==> config.mk <==
export PLATFORM = sky130hd
export DESIGN_NAME = load_store_unit
export DESIGN_NICKNAME = d
export VERILOG_FILES = /design/src/rtl/lsu_pkg.sv /design/src/rtl/lsu_load_align.sv /design/src/rtl/load_store_unit.sv
export SDC_FILE = /design/constraint.sdc
export NUM_CORES = 1
export LEC_CHECK = 0
export CAP_MARGIN = 20
export CORE_AREA = 3 3 97 99
export CTS_BUF_LIST = sky130_fd_sc_hd__clkbuf_16
export CTS_CLUSTER_SIZE = 8
export DETAILED_ROUTE_END_ITERATION = 8
export DIE_AREA = 0 0 100 102
export DONT_BUFFER_PORTS = 1
export PLACE_DENSITY = 0.38
export SKIP_LAST_GASP = 1
export SLEW_MARGIN = 30
export SYNTH_ARGS = -nofsm -noshare
export SYNTH_HDL_FRONTEND = slang
export SYNTH_SLANG_ARGS = --single-unit
==> constraint.sdc <==
create_clock -name clk -period 1.9 [get_ports clk]
set_clock_uncertainty 0.2 [all_clocks]
set_input_delay 0 -clock clk [delete_from_list [all_inputs] [get_ports clk]]
set_output_delay 0 -clock clk [all_outputs]
set_load 0.01 [all_outputs]
==> src/rtl/lsu_pkg.sv <==
// rtl/lsu_pkg.sv - load/store unit shared constants, state/cause encodings and lane-mask helper
package lsu_pkg;

    localparam logic [2:0] F3_B  = 3'b000;
    localparam logic [2:0] F3_H  = 3'b001;
    localparam logic [2:0] F3_W  = 3'b010;
    localparam logic [2:0] F3_BU = 3'b100;
    localparam logic [2:0] F3_HU = 3'b101;

    typedef enum logic [1:0] {
        ST_IDLE      = 2'd0,
        ST_LOAD_LAST = 2'd1,
        ST_LOAD_HI   = 2'd2,
        ST_STORE_HI  = 2'd3
    } lsu_state_e;

    typedef enum logic [1:0] {
        CAUSE_NONE       = 2'b00,
        CAUSE_MISALIGNED = 2'b01,
        CAUSE_ILLEGAL    = 2'b10
    } lsu_cause_e;

    // funct3[1:0] encodes access size: 0 byte, 1 half, 2 word
    function automatic logic [3:0] lane_mask(input logic [1:0] size);
        case (size)
            2'd0:    lane_mask = 4'b0001;
            2'd1:    lane_mask = 4'b0011;
            default: lane_mask = 4'b1111;
        endcase
    endfunction

    function automatic logic funct3_legal(input logic is_store, input logic [2:0] f3);
        if (is_store)
            funct3_legal = (f3 == F3_B) || (f3 == F3_H) || (f3 == F3_W);
        else
            funct3_legal = (f3 == F3_B) || (f3 == F3_H) || (f3 == F3_W) ||
                           (f3 == F3_BU) || (f3 == F3_HU);
    endfunction

endpackage

==> src/rtl/lsu_load_align.sv <==
// rtl/lsu_load_align.sv - combinational load byte select/merge with sign/zero extension
module lsu_load_align
    import lsu_pkg::*;
(
    input  logic [31:0] lo_word,
    input  logic [31:0] hi_word,
    input  logic [1:0]  offset,
    input  logic [2:0]  funct3,
    output logic [31:0] data
);

    logic [63:0] merged;
    logic [31:0] shifted;

    // hi_word is zero for single-beat loads, so one shifter covers both cases
    always_comb begin
        merged  = {hi_word, lo_word} >> {offset, 3'b000};
        shifted = merged[31:0];
        case (funct3)
            F3_B:    data = {{24{shifted[7]}}, shifted[7:0]};
            F3_H:    data = {{16{shifted[15]}}, shifted[15:0]};
            F3_BU:   data = {24'h0, shifted[7:0]};
            F3_HU:   data = {16'h0, shifted[15:0]};
            default: data = shifted;
        endcase
    end

endmodule

==> src/rtl/load_store_unit.sv <==
// rtl/load_store_unit.sv - MEM-stage load/store initiator for data_mem; MISALIGNED_SPLIT_EN enables two-beat misaligned accesses
module load_store_unit
    import lsu_pkg::*;
#(
    parameter int AW = 32,
    parameter int DW = 32
)
(
    input  logic          clk,
    input  logic          rst_n,
    input  logic          req_valid,
    output logic          req_ready,
    input  logic          req_is_store,
    input  logic [2:0]    req_funct3,
    input  logic [AW-1:0] req_addr,
    input  logic [DW-1:0] req_wdata,
    input  logic [4:0]    req_rd,
    output logic          rsp_valid,
    output logic [DW-1:0] rsp_data,
    output logic [4:0]    rsp_rd,
    output logic          rsp_err,
    output logic [1:0]    rsp_cause,
    output logic          dmem_re,
    output logic [AW-1:0] dmem_raddr,
    output logic          dmem_we,
    output logic [AW-1:0] dmem_waddr,
    output logic [DW-1:0] dmem_wdata,
    output logic [3:0]    dmem_wstrb,
    input  logic [DW-1:0] dmem_rdata
);

    lsu_state_e    state, state_d;
    logic          accept;
    logic [1:0]    size, off;
    logic          illegal, misaligned, err, do_split;
    lsu_cause_e    cause;
    logic [AW-1:0] addr_lo;
    logic [3:0]    store_strb;
    logic [DW-1:0] store_data;

    logic          rsp_q_valid, rsp_q_err;
    lsu_cause_e    rsp_q_cause;
    logic [4:0]    rd_q;
    logic [2:0]    f3_q;
    logic [1:0]    off_q;
    logic [DW-1:0] load_data, align_lo, align_hi;

    assign accept     = req_valid && (state == ST_IDLE);
    assign req_ready  = (state == ST_IDLE);
    assign size       = req_funct3[1:0];
    assign off        = req_addr[1:0];
    assign addr_lo    = {req_addr[AW-1:2], 2'b00};
    assign illegal    = !funct3_legal(req_is_store, req_funct3);
    assign misaligned = ((size == 2'd1) && off[0]) || ((size == 2'd2) && (off != 2'd0));
    // illegal funct3 takes priority over misalignment
    assign cause      = illegal ? CAUSE_ILLEGAL : CAUSE_MISALIGNED;

`ifdef MISALIGNED_SPLIT_EN
    logic [7:0]    strb_wide;
    logic [63:0]   data_wide;
    logic [AW-1:0] addr_hi_q;
    logic [3:0]    strb_hi_q;
    logic [DW-1:0] data_hi_q, lo_q;
    logic          split_q;

    assign strb_wide  = {4'b0000, lane_mask(size)} << off;
    assign data_wide  = {32'h0, req_wdata} << {off, 3'b000};
    assign store_strb = strb_wide[3:0];
    assign store_data = data_wide[31:0];
    assign do_split   = !illegal && misaligned;
    assign err        = illegal;
    assign align_lo   = split_q ? lo_q : dmem_rdata;
    assign align_hi   = split_q ? dmem_rdata : '0;

    always_ff @(posedge clk or negedge rst_n) begin
        if (!rst_n) begin
            addr_hi_q <= '0;
            strb_hi_q <= '0;
            data_hi_q <= '0;
            lo_q      <= '0;
            split_q   <= 1'b0;
        end else begin
            if (accept) begin
                addr_hi_q <= addr_lo + AW'(4);
                strb_hi_q <= strb_wide[7:4];
                data_hi_q <= data_wide[63:32];
                split_q   <= do_split;
            end
            if (state == ST_LOAD_HI)
                lo_q <= dmem_rdata;
        end
    end
`else
    assign store_strb = lane_mask(size) << off;
    assign store_data = req_wdata << {off, 3'b000};
    assign do_split   = 1'b0;
    assign err        = illegal || misaligned;
    assign align_lo   = dmem_rdata;
    assign align_hi   = '0;
`endif

    always_comb begin
        state_d    = state;
        dmem_re    = 1'b0;
        dmem_raddr = '0;
        dmem_we    = 1'b0;
        dmem_waddr = '0;
        dmem_wdata = '0;
        dmem_wstrb = '0;
        case (state)
            ST_IDLE: begin
                if (accept && !err) begin
                    if (req_is_store) begin
                        dmem_we    = 1'b1;
                        dmem_waddr = addr_lo;
                        dmem_wstrb = store_strb;
                        dmem_wdata = store_data;
                        if (do_split)
                            state_d = ST_STORE_HI;
                    end else begin
                        dmem_re    = 1'b1;
                        dmem_raddr = addr_lo;
                        state_d    = do_split ? ST_LOAD_HI : ST_LOAD_LAST;
                    end
                end
            end
            ST_LOAD_LAST: state_d = ST_IDLE;
`ifdef MISALIGNED_SPLIT_EN
            ST_LOAD_HI: begin
                dmem_re    = 1'b1;
                dmem_raddr = addr_hi_q;
                state_d    = ST_LOAD_LAST;
            end
            ST_STORE_HI: begin
                dmem_we    = 1'b1;
                dmem_waddr = addr_hi_q;
                dmem_wstrb = strb_hi_q;
                dmem_wdata = data_hi_q;
                state_d    = ST_IDLE;
            end
`endif
            default: state_d = ST_IDLE;
        endcase
    end

    always_ff @(posedge clk or negedge rst_n) begin
        if (!rst_n) begin
            state       <= ST_IDLE;
            rsp_q_valid <= 1'b0;
            rsp_q_err   <= 1'b0;
            rsp_q_cause <= CAUSE_NONE;
            rd_q        <= '0;
            f3_q        <= '0;
            off_q       <= '0;
        end else begin
            state       <= state_d;
            // stores and errors answer from registers; loads answer combinationally in LOAD_LAST
            rsp_q_valid <= (accept && (err || (req_is_store && !do_split))) ||
                           (state == ST_STORE_HI);
            rsp_q_err   <= accept && err;
            rsp_q_cause <= (accept && err) ? cause : CAUSE_NONE;
            if (accept) begin
                rd_q  <= req_rd;
                f3_q  <= req_funct3;
                off_q <= off;
            end
        end
    end

    lsu_load_align u_align (
        .lo_word (align_lo),
        .hi_word (align_hi),
        .offset  (off_q),
        .funct3  (f3_q),
        .data    (load_data)
    );

    assign rsp_valid = rsp_q_valid || (state == ST_LOAD_LAST);
    assign rsp_data  = (state == ST_LOAD_LAST) ? load_data : '0;
    assign rsp_rd    = rsp_valid ? rd_q : '0;
    assign rsp_err   = rsp_q_err;
    assign rsp_cause = rsp_q_cause;

endmodule

==> run metrics <==
Synth area leaders and2_1, dfrtp_1, mux2i_1, a211oi_1, nand2_1; DRT iter0 DRCs 84; Total Wirelength 11600 um; via count 3001; Post-Synthesis Cell Area 2400 um2; Post-synth ARST share 1.00; HPWL after detailed placement 7900 um; Final Hold Fails 1; Non-Filler Instances 559; crit-path leading delay family compound AO/OA/AOI/OAI gates; Die Y 102 um; Setup-failing EPs final 27; PnR worst setup slack -0.162 ns; post-synthesis cell type count 32; GRT Resource Usage Total 0.201; WP data arrival 1.86 ns; first-pass GRT wire length 16500 um; largest net degree at the start of global routing 34; biggest area consumer among synthesized cells and2_1; # DRC 0; Hold Path Class in -> reg; Main synth FF type dfrtp_1; CP Launch Type flop; clk sink count 15; share of cells above drive strength 1 0.278; leakage power total 1.74 nW; Worst EP required 1.70 ns; cell count after placement 475; failing checks negative hold slack, negative setup slack; Yosys warnings 0; pins over their slew limit 0; Synth Register Bits 15; critical path startpoint off_q[0]; status finished with violations; setup TNS -1.87 ns; Port Buffers 0; worst slack, placed -0.0758 ns; r2r startpoint state[0]; H-tree Lvls 1; worst stage delay on the critical path 0.64 ns; area grow syn2layout 64.1%; vias in the first global route 3014; worst hold slack -0.0128 ns; top-count cell post-synth and2_1; HP Start req_valid; Max Cap Viol 0; Die Area 10200 um2; Routed WL per cell 20.7 um; Worst-Margin Slew 0.672 ns; starting density of the core 0.278; EDFF count, synth 0; Critical Path Sink Type primary output; 1st-pass router iterations 6; Cell Pwr Density 391 nW/um2; Crit path buffers/inverters 1; most instantiated cells after synthesis and2_1, nand2_1, mux2i_1, nor2_1, a211oi_1; cts bufs inserted 3; total gr overflow 0; initial antenna violation count 1; Gate Count Post-Synth 352; relative slew slack 0.551; fin nets 559; Mean Syn Cell Area 6.81 um2; peak supply drop 0.225 mV; fill cell count 862; crit path kind reg -> out; vias per inst 5.37; CP max FO 8; unrepaired setup endpoints after global routing yes; I/O pin count 252; fin crit share 1.09; core box area 8640 um2; CTS clk-pin slew, worst paths 0.05 ns; critical-path cell list buf_12, nor2b_4, a2bb2oi_2, a2111o_2, o21ai_2; fin crit period 2.06 ns; # rows 34; die width 100 um; FMAX 485 MHz; final estimated routing congestion in global placement 0.816; Skew-Pair Late Insertion Delay 0.24 ns; CTS tree done; remaining antenna violation count after routing 0; top cell type's share of synthesized area 0.180; Longest Clk Path Bufs 2; Crit-path slowest cell a2111o_2; post-synthesis sequential area ratio 0.157; Root Buffer clkbuf_16
==> path summary, 6_finish.rpt <==
| path | endpoint | slack [ns] | cells past startpoint |
|---|---|---|---|
| worst max-delay path | rsp_data[20] | -0.16 | 5 |
| worst max register to register | rd_q[4] | 0.12 | 7 |
| worst min register to register | rd_q[4] | 0.26 | 2 |
| max in group asynchronous | off_q[1] | 0.99 | 1 |
| worst min-delay path | state[0] | -0.01 | 3 |
| min in group asynchronous | rd_q[0] | 0.03 | 1 |
==> kinds of logic (layout without fill, tap and decap cells) <==
kind of cell | count (synthesis) | in the layout | synth area share
compound gates | 72 | 73 | 0.192
buf+inv | 38 | 132 | 0.0783
flops | 15 | 15 | 0.157
mux | 34 | 34 | 0.148
other cells | 1 | 5 | 0.00156
simple gates | 192 | 192 | 0.424
==> power by group <==
part | total, mW | internal, mW | switching [mW] | leakage (nW)
sequential | 0.384 | 0.351 | 0.0331 | 0.185
clock | 0.404 | 0.281 | 0.124 | 0.0409
combinational | 0.749 | 0.366 | 0.383 | 1.51
==> what timing repair did <==
| action | CTS | global route |
|---|---|---|
| resized for setup | 38 | 61 |
| hold buffers | 65 | 1 |
| setup endpoints to repair | 28 | 125 |
| setup buffers | 7 | 4 |
| hold endpoints to repair | 119 | 2 |
| pin swaps | 2 | 13 |
| cloned | 1 | 1 |
==> cells in the final DEF, fill, tap and decap left out, types with 13 or more instances in the layout <==
| cell type | instances |
|---|---|
| buf_4 | 44 |
| a211oi_1 | 21 |
| nor2b_1 | 22 |
| a21oi_1 | 19 |
| mux2i_1 | 28 |
| and2_1 | 66 |
| dlygate4sd3_1 | 64 |
| dfrtp_1 | 13 |
| nand2_1 | 38 |
| nor2_1 | 23 |
==> layout make-up <==
cell class                      instances  area, um2  area share
Multi-Input combinational cell        303       2160       0.548
Timing Repair Buffer                  123       1160       0.296
Sequential cell                        15        378      0.0960
Tap cell                              108        135      0.0343
Clock buffer                            3       75.1      0.0191
Inverter                                5       18.8     0.00477
Clock inverter                          1       5.00     0.00127
Antenna cell                            1       2.50    0.000636
==> state kept, by name, indices dropped and copies added, names as in the netlist <==
register	count
rsp_q_valid	1
f3_q	3
rsp_cause	2
rsp_err	1
off_q	2
state	1
rd_q	5
==> stage by stage <==
stage	area [um2]	power (mW)	util
floorplan	2410	0.778	-
global placement	2710	0.865	0.314
detailed placement	2710	0.867	0.314
CTS	3620	1.45	0.419
global route	3940	1.62	0.456
finish	3940	1.54	0.456
==> worst register-to-register path, delay by kind of cell, from the launching register on <==
family	cells	cell delay (ns)
simple gates	3	0.21
flops	1	0.39
buf+inv	4	0.93
==> layer usage <==
layer / routed length [um] / global-route usage
met5: 0 / 0
met4: 192 / 0.0508
met3: 937 / 0.0416
met2: 6480 / 0.406
met1: 3980 / 0.211
No activity file was read; power rests on OpenSTA's default activity.
